===== src/rtl/prog_sequencer.sv =====
// ---------------------------------------------------------------------------
// prog_sequencer
//
// Run-control block for a small processor. It drives the program counter's
// control inputs from a Start/Done handshake:
//   - while start_i is high the PC is held at 0 (CLEAR),
//   - when start_i drops the program runs until the halt opcode is fetched,
//     the cycle budget runs out, or the PC would run off the end of memory,
//   - done_o / fault_o report how the run ended and cycle_count_o how long
//     it took.
//
// Handshake: start_i is a level. High requests (or re-requests) a run and
// holds the PC cleared; the run begins on the first clock edge that samples
// it low. done_o rises on the edge that leaves RUN and stays high until the
// next run clears it.
//
// Ports:
//   clk_i            system clock, all state changes on posedge
//   rst_ni           asynchronous active-low reset
//   start_i          run request (level)
//   pc_i             current program counter value
//   instr_i          instruction at pc_i (combinational ROM read)
//   branch_taken_i   current instruction branches
//   branch_offset_i  two's-complement offset of the taken branch
//   pc_reset_o       force PC to 0
//   pc_en_o          PC count enable
//   pc_branch_en_o   PC branch select
//   pc_offset_o      offset presented to the PC
//   running_o        high while the program runs
//   done_o           program finished (halt or fault), registered
//   fault_o          run ended by timeout or PC wrap, registered
//   cycle_count_o    RUN cycles in the current or last program
//   state_o          debug view of the FSM state
// ---------------------------------------------------------------------------
module prog_sequencer #(
    parameter int                  PC_W       = 10,
    parameter int                  INSTR_W    = 9,
    parameter logic [INSTR_W-1:0]  HALT_OP    = {INSTR_W{1'b1}},
    parameter int                  CNT_W      = 16,
    parameter logic [CNT_W-1:0]    MAX_CYCLES = {CNT_W{1'b1}}
) (
    input  logic               clk_i,
    input  logic               rst_ni,
    input  logic               start_i,
    input  logic [PC_W-1:0]    pc_i,
    input  logic [INSTR_W-1:0] instr_i,
    input  logic               branch_taken_i,
    input  logic [PC_W-1:0]    branch_offset_i,
    output logic               pc_reset_o,
    output logic               pc_en_o,
    output logic               pc_branch_en_o,
    output logic [PC_W-1:0]    pc_offset_o,
    output logic               running_o,
    output logic               done_o,
    output logic               fault_o,
    output logic [CNT_W-1:0]   cycle_count_o,
    output logic [1:0]         state_o
);

    typedef enum logic [1:0] {
        S_IDLE  = 2'd0,
        S_CLEAR = 2'd1,
        S_RUN   = 2'd2,
        S_DONE  = 2'd3
    } state_e;

    // Count value seen on the last permitted RUN edge.
    localparam logic [CNT_W-1:0] LAST_CYCLE = MAX_CYCLES - 1'b1;

    state_e            state_q, state_d;
    logic              done_q, done_d;
    logic              fault_q, fault_d;
    logic [CNT_W-1:0]  cnt_q, cnt_d;
    logic              halt;

    assign halt = (instr_i == HALT_OP);

    // PC-side outputs depend only on state and the fetched instruction /
    // branch decode, never on start_i, so they cannot glitch on the handshake.
    always_comb begin
        state_d        = state_q;
        done_d         = done_q;
        fault_d        = fault_q;
        cnt_d          = cnt_q;
        pc_reset_o     = 1'b0;
        pc_en_o        = 1'b0;
        pc_branch_en_o = 1'b0;
        pc_offset_o    = '0;
        running_o      = 1'b0;

        case (state_q)
            S_IDLE: begin
                if (start_i) state_d = S_CLEAR;
            end

            S_CLEAR: begin
                pc_reset_o = 1'b1;
                done_d     = 1'b0;
                fault_d    = 1'b0;
                cnt_d      = '0;
                if (!start_i) state_d = S_RUN;
            end

            S_RUN: begin
                running_o      = 1'b1;
                pc_en_o        = ~halt;
                pc_branch_en_o = ~halt & branch_taken_i;
                if (pc_branch_en_o) pc_offset_o = branch_offset_i;

                // Saturating: the counter sticks at all-ones.
                if (cnt_q != {CNT_W{1'b1}}) cnt_d = cnt_q + 1'b1;

                if (start_i) begin
                    // Abort: restart without reporting completion.
                    state_d = S_CLEAR;
                end else if (halt) begin
                    state_d = S_DONE;
                    done_d  = 1'b1;
                    fault_d = 1'b0;
                end else if (cnt_q == LAST_CYCLE) begin
                    state_d = S_DONE;
                    done_d  = 1'b1;
                    fault_d = 1'b1;
                end else if ((pc_i == {PC_W{1'b1}}) && !branch_taken_i) begin
                    // Sequential step off the top of memory; the PC still
                    // increments this cycle and so wraps to 0.
                    state_d = S_DONE;
                    done_d  = 1'b1;
                    fault_d = 1'b1;
                end
            end

            S_DONE: begin
                if (start_i) state_d = S_CLEAR;
            end

            default: begin
                state_d = S_IDLE;
            end
        endcase
    end

    always_ff @(posedge clk_i or negedge rst_ni) begin
        if (!rst_ni) begin
            state_q <= S_IDLE;
            done_q  <= 1'b0;
            fault_q <= 1'b0;
            cnt_q   <= '0;
        end else begin
            state_q <= state_d;
            done_q  <= done_d;
            fault_q <= fault_d;
            cnt_q   <= cnt_d;
        end
    end

    assign done_o        = done_q;
    assign fault_o       = fault_q;
    assign cycle_count_o = cnt_q;
    assign state_o       = state_q;

endmodule


===== config.mk =====
export PLATFORM = sky130hd
export DESIGN_NAME = prog_sequencer
export DESIGN_NICKNAME = d
export VERILOG_FILES = /design/src/rtl/prog_sequencer.sv
export SDC_FILE = /design/constraint.sdc
export NUM_CORES = 1
export LEC_CHECK = 0
export ABC_CLOCK_PERIOD_IN_PS = 2850
export BUFFER_PORTS_ARGS = -buffer_cell sky130_fd_sc_hd__buf_2
export CORE_ASPECT_RATIO = 1.2
export CORE_UTILIZATION = 43
export CTS_CLUSTER_DIAMETER = 150
export DETAILED_ROUTE_END_ITERATION = 6
export PLACE_DENSITY_LB_ADDON = 0.1
export SLEW_MARGIN = 0
export SYNTH_ARGS = -nofsm -noshare
export SYNTH_HDL_FRONTEND = slang
export SYNTH_SLANG_ARGS = --single-unit

===== constraint.sdc =====
create_clock -name clk_i -period 2.85 [get_ports clk_i]
set_clock_uncertainty 0.1 [all_clocks]
set_input_delay 0.285 -clock clk_i [delete_from_list [all_inputs] [get_ports clk_i]]
set_output_delay 0.285 -clock clk_i [all_outputs]
set_load 0.1 [all_outputs]

==> summary.txt <==
Routing
  – Starting DRT DRC Count: 35
  – Max Used Layer: met4
  – M1 WL: 1430 um
  – Drc violations: 0
  – Vias per inst: 5.83
  – Metal2 WL: 1650 um
  – Drt first pass iters: 4
  – Antenna Violating Nets Remaining: 0
  – WL final: 3310 um
  – Via count: 1428
  – Wire per inst: 13.5 um
  – DR WL met3: 213 um

Placement
  – GPL Wtd Cong: 0.855
  – Input/output buffers: 66
  – Post-DP HPWL: 2570 um

CTS
  – CTS Buffer Depth: 2
  – Clock insertion delay at the later pin of the skew report: 300 ps
  – Clock sink count: 20
  – H-tree Lvls: 1
  – Postcts setup bufs: 0
  – Clock Pin Slew Worst Setup and Hold Paths: 120 ps
  – Inserted Clock Buffers: 3
  – Clock root buffer: clkbuf_4
  – TritonCTS clock tree: done

Timing
  – Fin. max-slew vios: 0
  – Slew @ Worst Pin: 713 ps
  – Worst slew margin: 52.0%
  – Hold_ws: 252 ps
  – Fmax: 396 MHz
  – Final Setup Violations: 0
  – RSZ-0062 raised after global routing: false
  – Minimum clock period: 2520 ps
  – Final setup TNS: 0 ps
  – Final period util: 88.5%
  – Hold violation count in the final report: 0

Worst setup path
  – Worst Setup SP: state_o[0]
  – Reg2Reg Capture Point: cycle_count_o[13]
  – Setup slack, reg-to-reg: 740 ps
  – Worst path most repeated cell: inv_1
  – Crit-path max FO: 17
  – Reg2reg path depth: 4
  – Critical path cell sequence: inv_1 > ha_4 > o31ai_1 > inv_1 > and3_4 > buf_2
  – Crit path launch type: flip-flop
  – CP Capture Type: primary output
  – Critical R2R Launch: cycle_count_o[2]
  – Crit path arrival time: 2140 ps
  – Slowest CP cell: dfrtp_2
  – Worst path required time: 2470 ps
  – Crit-path max cell delay: 460 ps
  – Critical Path End: pc_offset_o[3]
  – Crit path kind: reg -> out

Synth
  – EDFF count, synth: 0
  – Distinct cells, synth: 34
  – Synth Flop Type: dfrtp_1
  – Area leader, netlist: dfrtp_1
  – Largest cells by area after synthesis: dfrtp_1, and3_1, nand2_1, ha_1, o31ai_1
  – Syn avg cell area: 9.12 um2
  – Sequential area share after synthesis: 38.1%
  – Post-Syn Area: 0.00131 mm2
  – Syn_nets: 182
  – Async SR Flop Fraction: 100%
  – Yosys warns: 0
  – Seq cells post-synth: 20
  – Yosys top cell area share: 38.1%
  – Synth Instances: 144

Floorplan
  – Vert. Die Dim: 62.6 um
  – Ports: 67
  – FP Rows: 21
  – DIE WIDTH: 52.5 um
  – Die area: 0.00328 mm2
  – Initial core utilization: 46.3%
  – Core area: 0.00284 mm2

Global routing
  – First-pass GRT wire length: 5440 um
  – Grt ovf: 0
  – Largest net degree at the start of global routing: 21
  – GR Util All Layers: 20.9%
  – Vias in the first global route: 1274
  – Initial antenna violation count: 0

Job
  – # Max-Cap Violations: 0

Pwr
  – Pleak: 0.837 nW
  – Max VDD drop: 992 uV
  – Final Power: 1.65 mW
  – Pwr dens: 934 mW/mm2

Finish
  – Filler cell count: 253
  – Area of the multi-input gates: 818 um2
  – Share of cells above drive strength 1: 43.1%
  – # diodes: 0
  – Seq. cell area: 503 um2
  – Area Growth Syn to Fin: 34.9%
  – Nets: 250

Run status
  – Status: finished, final reports clean

Hold path
  – HP Class: in -> reg
flip-flops by register name, indices dropped and copies added (netlist names):
register / count
done_o: 1
fault_o: 1
state_o: 2
cycle_count_o: 16
layer usage:
layer  up-vias  global-route usage [%]
met5         -                       0
met4         0                    5.92
met3         4                    2.92
met2        63                    35.6
met1       662                    26.7
li1        699                       -
cells in the final DEF (no fill, tap or decap), drive strengths merged:
| cell type | netlist | layout |
|---|---|---|
| buf | 1 | 68 |
| dfrtp | 20 | 20 |
| nand2 | 18 | 18 |
| and3 | 11 | 11 |
| nand3 | 8 | 8 |
| nand4 | 8 | 8 |
| inv | 7 | 7 |
| o31ai | 7 | 7 |
| nor4 | 7 | 7 |
| o311ai | 6 | 6 |
| a21oi | 6 | 6 |
| mux2i | 5 | 5 |
| ha | 5 | 5 |
| o41ai | 4 | 4 |
| clkbuf | 5 | 4 |
| nor2 | 3 | 3 |
| or4 | 3 | 3 |
| or3 | 2 | 2 |
| nand2b | 2 | 2 |
| nor3 | 2 | 2 |
| o211ai | 2 | 2 |
| or2 | 2 | 2 |
| o21ai | 2 | 2 |
| or4b | 2 | 2 |
| and2 | 1 | 1 |
| nand4b | 1 | 1 |
| o2111ai | 1 | 1 |
| o221ai | 1 | 1 |
| a32o | 1 | 1 |
| nor2b | 1 | 1 |
| dlygate4sd3 | 0 | 1 |
worst min-delay path by stage:
| stage | cells after the start | from | to | slack, ps |
|---|---|---|---|---|
| after floorplan | 0 | rst_ni | cycle_count_o[0] | -110 |
| after global placement | 1 | rst_ni | cycle_count_o[12] | 150 |
| after detailed placement | 1 | rst_ni | cycle_count_o[10] | 160 |
| after CTS | 3 | start_i | fault_o | 240 |
| after global routing | 3 | start_i | fault_o | 270 |
| final | 3 | start_i | fault_o | 250 |
power by group:
part / switching, mW / internal [mW] / total (mW)
Sequential: 0.0544 / 0.325 / 0.380
Clock: 0.0888 / 0.0544 / 0.143
Combinational: 0.888 / 0.244 / 1.13
through the flow:
step	cell area [um2]	cells	worst slack, ps	util [%]
2_1_floorplan	1380	144	160	-
3_3_place_gp	1740	240	760	61.2
3_5_place_dp	1740	240	687	61.2
4_1_cts	1770	245	334	62.4
5_1_grt	1770	245	221	62.4
6_report	1770	245	327	62.4
critical path: cells and delay by family (launching register included):
kind | cells | cell delay (ps)
buffers and inverters | 3 | 780
DFF | 1 | 460
adders and majority gates | 1 | 250
and+or+nand+nor | 1 | 220
AOI/OAI and AO/OA | 1 | 120
area by class of cell:
class                      count  share of cell area [%]
clock buffer                   4                    1.48
inverter                       7                    1.48
multi-input combinational    111                    46.2
sequential                    20                    28.4
tap                           34                    2.40
timing repair buffer          69                    20.1
logic make-up (layout without fill, tap and decap cells):
kind of cell | Yosys count | count (layout) | synth area share, %
AO/OA/AOI/OAI | 30 | 30 | 17.5
adder cells (fa/ha/maj) | 5 | 5 | 4.76
AND/OR/NAND/NOR | 71 | 71 | 31.5
multiplexers | 5 | 5 | 3.81
buffers and inverters | 13 | 80 | 4.29
flip-flops | 20 | 20 | 38.1
repair_timing:
item,in CTS,in global routing
hold buffers,1,0
hold endpoints to repair,20,0
resized for setup,0,0
Yosys cell counts, types with 3 or more instances:
cell      number
inv_1          7
nor4_1         6
dfrtp_1       20
o31ai_1        7
mux2i_1        5
ha_1           5
and3_1        11
or4_1          3
o41ai_1        3
o311ai_0       6
nand2_1       18
nor2_1         3
nand4_1        7
nand3_1        8
a21oi_1        6
clkbuf_1       5
Power figures use the tool's default switching activity.
